[src/rtl/ysyx_24100005_regfile_sb.sv]
// Register file with per-register scoreboard (busy) bits.
// N combinational read ports with write-through bypass, one write port,
// one reservation (mark) port and a global flush of the reservations.

// One read lane: selects stored data or the in-flight write and reports
// whether the selected register still waits for a writer.
module ysyx_24100005_regfile_sb_rdport #(
  parameter int ADDR_WIDTH = 5,
  parameter int DATA_WIDTH = 32,
  parameter int NREG       = 32
) (
  input  logic [NREG-1:0][DATA_WIDTH-1:0] rf_i,
  input  logic [NREG-1:0]                 busy_i,
  input  logic [ADDR_WIDTH-1:0]           raddr_i,
  input  logic                            byp_en_i,
  input  logic [ADDR_WIDTH-1:0]           waddr_i,
  input  logic [DATA_WIDTH-1:0]           wdata_i,
  output logic [DATA_WIDTH-1:0]           rdata_o,
  output logic                            busy_o
);
  logic hit;

  // byp_en_i already folds in wen, waddr!=0 and reset
  assign hit = byp_en_i && (waddr_i == raddr_i);

  // Data select: x0 is hardwired, then the forwarded write, then storage
  always_comb begin
    rdata_o = '0;
    if (raddr_i == '0)  rdata_o = '0;
    else if (hit)       rdata_o = wdata_i;
    else                rdata_o = rf_i[raddr_i];
  end

  // Forwarded data is already available, so it is not reported busy
  assign busy_o = busy_i[raddr_i] & ~hit;
endmodule

module ysyx_24100005_regfile_sb #(
  parameter int ADDR_WIDTH = 5,
  parameter int DATA_WIDTH = 32,
  parameter int NR_RD      = 2
) (
  input  logic                          clk,
  input  logic                          rst,
  input  logic                          wen,
  input  logic [ADDR_WIDTH-1:0]         waddr,
  input  logic [DATA_WIDTH-1:0]         wdata,
  input  logic [NR_RD*ADDR_WIDTH-1:0]   raddr,
  output logic [NR_RD*DATA_WIDTH-1:0]   rdata,
  input  logic                          mark_en,
  input  logic [ADDR_WIDTH-1:0]         mark_addr,
  input  logic                          flush,
  output logic [NR_RD-1:0]              busy,
  output logic                          idle
);
  localparam int NREG = 1 << ADDR_WIDTH;

  logic [NREG-1:0][DATA_WIDTH-1:0] rf_q, rf_d;
  logic [NREG-1:0]                 busy_q, busy_d;
  logic                            wr_vld, mk_vld, byp_en;

  assign wr_vld = wen && (waddr != '0);
  assign mk_vld = mark_en && (mark_addr != '0);
  // No forwarding while reset is held: outputs must read as cleared state
  assign byp_en = wr_vld && !rst;

  // Next register contents: single write port, x0 never stored
  always_comb begin
    rf_d = rf_q;
    if (wr_vld) rf_d[waddr] = wdata;
    rf_d[0] = '0;
  end

  // Next scoreboard: flush dominates; otherwise write clears, then mark
  // sets so a same-index mark+write leaves the new writer pending
  always_comb begin
    busy_d = busy_q;
    if (flush) begin
      busy_d = '0;
    end else begin
      if (wr_vld) busy_d[waddr]     = 1'b0;
      if (mk_vld) busy_d[mark_addr] = 1'b1;
    end
    busy_d[0] = 1'b0;
  end

  // State registers; reset drops every value and every reservation
  always_ff @(posedge clk or posedge rst) begin
    if (rst) begin
      rf_q   <= '0;
      busy_q <= '0;
    end else begin
      rf_q   <= rf_d;
      busy_q <= busy_d;
    end
  end

  // Idle reflects registered reservations only
  assign idle = ~|busy_q;

  for (genvar k = 0; k < NR_RD; k++) begin : g_rd
    ysyx_24100005_regfile_sb_rdport #(
      .ADDR_WIDTH (ADDR_WIDTH),
      .DATA_WIDTH (DATA_WIDTH),
      .NREG       (NREG)
    ) u_rd (
      .rf_i     (rf_q),
      .busy_i   (busy_q),
      .raddr_i  (raddr[k*ADDR_WIDTH +: ADDR_WIDTH]),
      .byp_en_i (byp_en),
      .waddr_i  (waddr),
      .wdata_i  (wdata),
      .rdata_o  (rdata[k*DATA_WIDTH +: DATA_WIDTH]),
      .busy_o   (busy[k])
    );
  end
endmodule

[config.mk]
export PLATFORM = sky130hd
export DESIGN_NAME = ysyx_24100005_regfile_sb
export DESIGN_NICKNAME = d
export VERILOG_FILES = /design/src/rtl/ysyx_24100005_regfile_sb.sv
export SDC_FILE = /design/constraint.sdc
export NUM_CORES = 2
export LEC_CHECK = 0
export CORE_ASPECT_RATIO = 0.9
export CORE_UTILIZATION = 45
export CTS_BUF_LIST = sky130_fd_sc_hd__clkbuf_4
export DETAILED_ROUTE_END_ITERATION = 16
export DONT_BUFFER_PORTS = 1
export SYNTH_ARGS = -nofsm -noshare
export SYNTH_HDL_FRONTEND = slang
export SYNTH_SLANG_ARGS = --single-unit
[constraint.sdc]
create_clock -name clk -period 79.8 [get_ports clk]
set_input_delay 0 -clock clk [delete_from_list [all_inputs] [get_ports clk]]
set_output_delay 0 -clock clk [all_outputs]
set_load 0.02 [all_outputs]
==> After elaboration in Yosys (flattened, before gate mapping) <==
Cells that the tools add are included.
{ "classes": {"order_cmp": 6, "n_eq_ne": 2, "mux": 23, "bitwise_logic": 7, "n_reduce_logical": 14} }
{ "ops": {"columns": ["op", "n"], "rows": [
  ["1024-bit bitwise mux", 1],
  ["32-bit two-way mux", 11],
  ["32-bit binary-select mux with 5-bit select", 2],
  ["32-bit demux with 5-bit select", 1],
  ["32-bit bitwise AND", 1],
  ["32-bit NOT", 1],
  ["32-bit bitwise OR", 1],
  ["31-bit OR reduction", 1],
  ["5-bit by 6-bit less-than comparator with 1-bit output (second input constant)", 4],
  ["1-bit binary-select mux with 5-bit select", 2],
  ["1-bit demux with 5-bit select", 2],
  ["5-bit == test", 2],
  ["5-bit by 1-bit >= comparator with 1-bit output (second input constant)", 2],
  ["5-bit logical NOT", 2],
  ["5-bit nonzero test", 2],
  ["1-bit logical AND", 7],
  ["1-bit two-way mux", 4],
  ["1-bit bitwise AND", 2],
  ["1-bit logical NOT", 2],
  ["1-bit NOT", 2]
]} }
{ "word_totals": {"ff_bits": 1023, "inputBits": 57, "output_inout_bits": 67} }

==> Depth between registers and ports, before layout <==
{ "logic_depth": {"word_depth": 11, "depth_mapped": 11} }

==> By module <==
From an unflattened synthesis, not the netlist that was laid out.
{ "unflattened": {"hier_cells": 4086, "area_unflattened_um2": 58066.9} }
{ "by_module_without_submodules": {"columns": ["module", "n_inst", "cells_each", "area_each_um2"], "rows": [
  ["ysyx_24100005_regfile_sb", 1, 2362, 39303.9],
  ["ysyx_24100005_regfile_sb_rdport", 2, 862, 9381.5]
]} }

==> Least setup slack after synthesis <==
No wires, ideal clock.
{ "synth_path": {"path_kind": "input to output", "start": "input port raddr[0]", "end": "output port rdata[16]", "arrival_time_ps": 1854, "required_ps": 79800, "slack_ps": 77946, "path_stages": 9, "path_cell_list": "buf_2 > buf_2 > buf_4 > buf_4 > nor2b_1 > a22oi_1 > o221ai_1 > a31oi_1 > o21ai_0"} }
{ "synth_between": {"elab_chain_cells": 4} }
{ "synth_lines": {"columns": ["item", "line_no", "text"], "rows": [
  ["start, declared", "48", "input logic [NR_RD*ADDR_WIDTH-1:0] raddr,"],
  ["32-bit binary-select mux with 5-bit select or 5-bit == test (tied branches)", "31, 24", null],
  ["32-bit two-way mux (implied by the code) or 1-bit logical AND (tied branches)", "31, 24", null],
  ["32-bit two-way mux", "30", "else if (hit) rdata_o = wdata_i;"],
  ["32-bit two-way mux *", "29", "if (raddr_i == '0) rdata_o = '0;"],
  ["end, declared", "49", "output logic [NR_RD*DATA_WIDTH-1:0] rdata,"]
]} }
Every way passes the cells marked *; elsewhere a longest branch is shown, timed or not. The select of a mux whose other input is x is not followed.

==> Worst setup path after layout <==
{ "layout_path": {"start": "input port waddr[2]", "end": "register busy_q[12]"} }
{ "layout_between": {"elab_chain_cells": 11} }
{ "layout_lines": {"columns": ["item", "line_no", "text"], "rows": [
  ["start, declared", "46", "input logic [ADDR_WIDTH-1:0] waddr,"],
  ["5-bit by 6-bit less-than comparator with 1-bit output (implied by the code) or 5-bit by 1-bit >= comparator with 1-bit output (tied branches)", "81", "if (wr_vld) busy_d[waddr] = 1'b0;"],
  ["1-bit logical AND (implied by the code)", "81", null],
  ["1-bit two-way mux (implied by the code)", "81", null],
  ["1-bit demux with 5-bit select", "81", null],
  ["32-bit NOT (no line)", null, null],
  ["32-bit bitwise AND (no line)", null, null],
  ["32-bit two-way mux *", "81", null],
  ["32-bit two-way mux *", "78", "if (flush) begin"],
  ["32-bit bitwise OR (no line)", null, null],
  ["32-bit two-way mux *", "82", "if (mk_vld) busy_d[mark_addr] = 1'b1;"],
  ["32-bit two-way mux *", "78", null],
  ["via busy_d[12]", "59", "logic [NREG-1:0] busy_q, busy_d;"],
  ["end signal, assigned", "94", "busy_q <= busy_d;"],
  ["end, declared", "59", null]
]} }
The timed path passes the listed nets; every way through them passes the cells marked *. The select of a mux whose other input is x is not followed.
A chain may end at the register's enable or synchronous reset.

==> flow_results.xml <==
<?xml version="1.0" encoding="UTF-8"?>
<metrics>
  <group name="floorplan">
    <metric name="die_width" unit="µm">373</metric>
    <metric name="design.core.area" unit="µm²">123000</metric>
    <metric name="floorplan.die_area" unit="µm²">126000</metric>
    <metric name="rows" unit="">122</metric>
    <metric name="start_util" unit="%">45.4</metric>
    <metric name="ios" unit="">124</metric>
    <metric name="floorplan.die.height" unit="µm">336</metric>
  </group>
  <group name="logic_synthesis">
    <metric name="top_cells_by_area_in_the_synthesized_netlist" unit="">sky130_fd_sc_hd__dfrtp_1, sky130_fd_sc_hd__mux2_2, sky130_fd_sc_hd__mux4_2</metric>
    <metric name="synthDominantCellAreaShare" unit="%">45.8</metric>
    <metric name="postSynth.topFlopCell" unit="">sky130_fd_sc_hd__dfrtp_1</metric>
    <metric name="seq_area_frac_synth" unit="%">45.8</metric>
    <metric name="netlist_top_cells_count" unit="">sky130_fd_sc_hd__dfrtp_1, sky130_fd_sc_hd__mux2_2, sky130_fd_sc_hd__mux4_2</metric>
    <metric name="yosysUniqueCellTypes" unit="">56</metric>
    <metric name="edff_count_synth" unit="">0</metric>
    <metric name="post_synth.cell_area_avg" unit="µm²">13.7</metric>
    <metric name="synth.ff_latch_count" unit="">1023</metric>
    <metric name="postSynthCellCount" unit="">4064</metric>
    <metric name="synth.net_count" unit="">4121</metric>
    <metric name="ys.warnings.count" unit="">0</metric>
    <metric name="syn-cell-area" unit="µm²">55900</metric>
    <metric name="synth-async-reset-ratio" unit="%">100</metric>
    <metric name="yosysMostFrequentCell" unit="">sky130_fd_sc_hd__dfrtp_1</metric>
    <metric name="synth.largest_area_cell" unit="">sky130_fd_sc_hd__dfrtp_1</metric>
  </group>
  <group name="global_routing">
    <metric name="grt_usage" unit="%">29.7</metric>
    <metric name="grt_antenna_before_repair" unit="">6</metric>
    <metric name="globalRouteOverflowTotal" unit="">0</metric>
    <metric name="largest_net_degree_at_the_start_of_global_routing" unit="">329</metric>
    <metric name="grt_pass1_vias" unit="">38877</metric>
    <metric name="grt_first_pass_wirelength" unit="µm">273000</metric>
  </group>
  <group name="detailed_routing">
    <metric name="vias" unit="">38612</metric>
    <metric name="detail_route.vias_per_cell" unit="">6.53</metric>
    <metric name="routed_wire_length" unit="µm">185000</metric>
    <metric name="drt-initial-drc-count" unit="">4129</metric>
    <metric name="detailedRoute.firstPassIterationCount" unit="">5</metric>
    <metric name="antenna_left" unit="">0</metric>
    <metric name="routedWlPerCell" unit="µm">31.3</metric>
    <metric name="drc" unit="">0</metric>
  </group>
  <group name="sta">
    <metric name="timing.fmax" unit="GHz">0.254</metric>
    <metric name="max-slew-margin-rel" unit="%">12.4</metric>
    <metric name="worst-slew-pin-transition" unit="ns">1.31</metric>
    <metric name="finClkSkew" unit="ns">0</metric>
    <metric name="layout_min_cycle_time" unit="ns">3.94</metric>
    <metric name="whs" unit="ns">0.0762</metric>
    <metric name="hold_violations" unit="">0</metric>
    <metric name="rsz0062_at_grt" unit="">no</metric>
    <metric name="max_transition_viols_final" unit="">0</metric>
    <metric name="fin_tns_setup" unit="ns">0</metric>
    <metric name="worst_slack" unit="ns">75.86</metric>
    <metric name="fin_crit_sh" unit="%">4.94</metric>
    <metric name="setup_violations" unit="">0</metric>
  </group>
  <group name="power_and_ir_drop">
    <metric name="p_leak" unit="µW">0.0269</metric>
    <metric name="vdd.ir_drop.worst" unit="µV">17.6</metric>
    <metric name="total_power" unit="µW">1460</metric>
    <metric name="power.density" unit="nW/µm²">23.7</metric>
  </group>
  <group name="setup_path">
    <metric name="path_class" unit="">in -&gt; reg</metric>
    <metric name="critPathMaxFanout" unit="">24</metric>
    <metric name="critical_path_arrival" unit="ns">5.05</metric>
    <metric name="critical_path_required" unit="ns">80.91</metric>
    <metric name="critPathCaptureType" unit="">flip-flop</metric>
    <metric name="crit_path_start_kind" unit="">primary input</metric>
  </group>
  <group name="layout">
    <metric name="register_area" unit="µm²">25600</metric>
    <metric name="num-nets-final" unit="">4155</metric>
    <metric name="multi_input_comb_area" unit="µm²">28500</metric>
    <metric name="layout-drive-gt1-share" unit="%">45.4</metric>
    <metric name="area_growth" unit="%">9.78</metric>
    <metric name="fillerInstances" unit="">10734</metric>
  </group>
  <group name="clock_tree">
    <metric name="clk_pin_slew_worst_paths" unit="ns">0.06</metric>
    <metric name="clock_root_buffer" unit="">sky130_fd_sc_hd__clkbuf_4</metric>
    <metric name="clkSinkCount" unit="">1023</metric>
    <metric name="cts_made_buffers" unit="">304</metric>
    <metric name="cts_tree" unit="">built</metric>
    <metric name="clock_tree.htree_level_count" unit="">5</metric>
    <metric name="clock_latency_reported_for_the_late_side_of_the_worst_skew_pair" unit="ns">1.21</metric>
    <metric name="cts.path.max_buffers" unit="">4</metric>
  </group>
  <group name="outcome">
    <metric name="run_status" unit="">complete, no violations</metric>
  </group>
  <group name="place">
    <metric name="place_congestion" unit="">0.789</metric>
    <metric name="placement.io_buffers" unit="">0</metric>
    <metric name="pre_cts_slack" unit="ns">76.65</metric>
    <metric name="hpwl" unit="µm">92100</metric>
  </group>
  <group name="worst_hold_path">
    <metric name="hold_path.class" unit="">in -&gt; reg</metric>
  </group>
  <group name="flow_run">
    <metric name="maxCapViolations" unit="">0</metric>
  </group>
</metrics>
registers in the layout, summed over array words and instances, names as in the netlist:
register	cells
rf_q	992
busy_q	31
power breakdown:
| group | switching [µW] | internal, µW |
|---|---|---|
| clock network | 228 | 255 |
| logic | 113 | 173 |
| registers | 70.0 | 617 |
per-stage QoR:
stage | instance area, µm² | cells | util (%)
6_report | 61300 | 5913 | 49.9
5_1_grt | 61300 | 5906 | 49.8
3_5_place_dp | 56600 | 5297 | 46.0
4_1_cts | 61300 | 5898 | 49.8
2_1_floorplan | 55900 | 4064 | -
3_3_place_gp | 56600 | 5297 | 46.0
critical path: stages:
cell and delay (ns):
sky130_fd_sc_hd__dlygate4sd3_1 0.52, sky130_fd_sc_hd__dlygate4sd3_1 0.85, sky130_fd_sc_hd__nor3_1 0.26, sky130_fd_sc_hd__nor4b_4 0.73, sky130_fd_sc_hd__nand4b_4 0.62, sky130_fd_sc_hd__buf_4 0.54, sky130_fd_sc_hd__a22oi_1 0.26, sky130_fd_sc_hd__dlygate4sd3_1 0.58
sky130_fd_sc_hd__nor2_1 0.04, sky130_fd_sc_hd__dlygate4sd3_1 0.62
placed cells by master (no fill, tap or decap), types with 23 or more instances in the layout:
cell / n
sky130_fd_sc_hd__a21o_1: 29
sky130_fd_sc_hd__a31oi_1: 51
sky130_fd_sc_hd__o211ai_1: 33
sky130_fd_sc_hd__o22ai_1: 68
sky130_fd_sc_hd__a22o_1: 23
sky130_fd_sc_hd__o221ai_1: 29
sky130_fd_sc_hd__nor2_1: 86
sky130_fd_sc_hd__mux4_2: 365
sky130_fd_sc_hd__a22oi_1: 68
sky130_fd_sc_hd__o2bb2ai_1: 29
sky130_fd_sc_hd__a211oi_1: 33
sky130_fd_sc_hd__buf_4: 55
sky130_fd_sc_hd__mux2i_1: 299
sky130_fd_sc_hd__clkinv_1: 39
sky130_fd_sc_hd__nand2_1: 112
sky130_fd_sc_hd__o21ai_0: 66
sky130_fd_sc_hd__dfrtp_1: 1023
sky130_fd_sc_hd__dlygate4sd3_1: 105
sky130_fd_sc_hd__mux2_2: 1012
sky130_fd_sc_hd__clkbuf_4: 445
sky130_fd_sc_hd__a21oi_1: 50
what timing repair did:
action	4_1_cts	5_1_grt
hold buffers	107	0
gates resized for setup	0	0
setup buffers	0	0
endpoints found under the hold margin	1640	0
per-layer routing:
| metal | track usage (%) | vias up | share of wire [%] |
|---|---|---|---|
| met3 | 6.94 | 380 | 8.6 |
| met1 | 43.4 | 20501 | 45 |
| li1 | - | 15900 | - |
| met5 | 0 | - | 0.0070 |
| met4 | 10.4 | 2 | 2.8 |
| met2 | 43.2 | 1829 | 44 |
worst paths after layout:
path / cells after the start / to / from / slack (ns)
worst max-delay path: 10 / busy_q[12] / waddr[2] / 75.86
worst min-delay path: 4 / rf_q[637] / waddr[0] / 0.08
worst max register to register: 4 / busy_q[17] / busy_q[17] / 77.84
worst min register to register: 2 / rf_q[637] / rf_q[637] / 0.51
max in group asynchronous: 5 / rf_q[272] / rst / 77.99
min in group asynchronous: 4 / rf_q[950] / rst / 0.11
kinds of logic (layout without fill, tap and decap cells):
| family | after synthesis | in the layout | synth area share (%) |
|---|---|---|---|
| compound gates | 541 | 541 | 6.84 |
| other cells | 0 | 15 | 0 |
| buf+inv | 451 | 673 | 3.54 |
| simple gates | 360 | 360 | 3.12 |
| mux | 1679 | 1679 | 40.5 |
| xor+xnor | 10 | 10 | 0.157 |
| flops | 1023 | 1023 | 45.8 |
final cells by class:
| cell class | count | share of cell area (%) |
|---|---|---|
| multi-input combinational | 2590 | 46.5 |
| sequential | 1023 | 41.7 |
| clock buffer | 445 | 5.45 |
| tap | 1612 | 3.29 |
| timing repair buffer | 164 | 2.53 |
| clock inverter | 49 | 0.353 |
| inverter | 15 | 0.108 |
| antenna | 15 | 0.0612 |
Note: power is estimated with default switching activity, not from simulation.
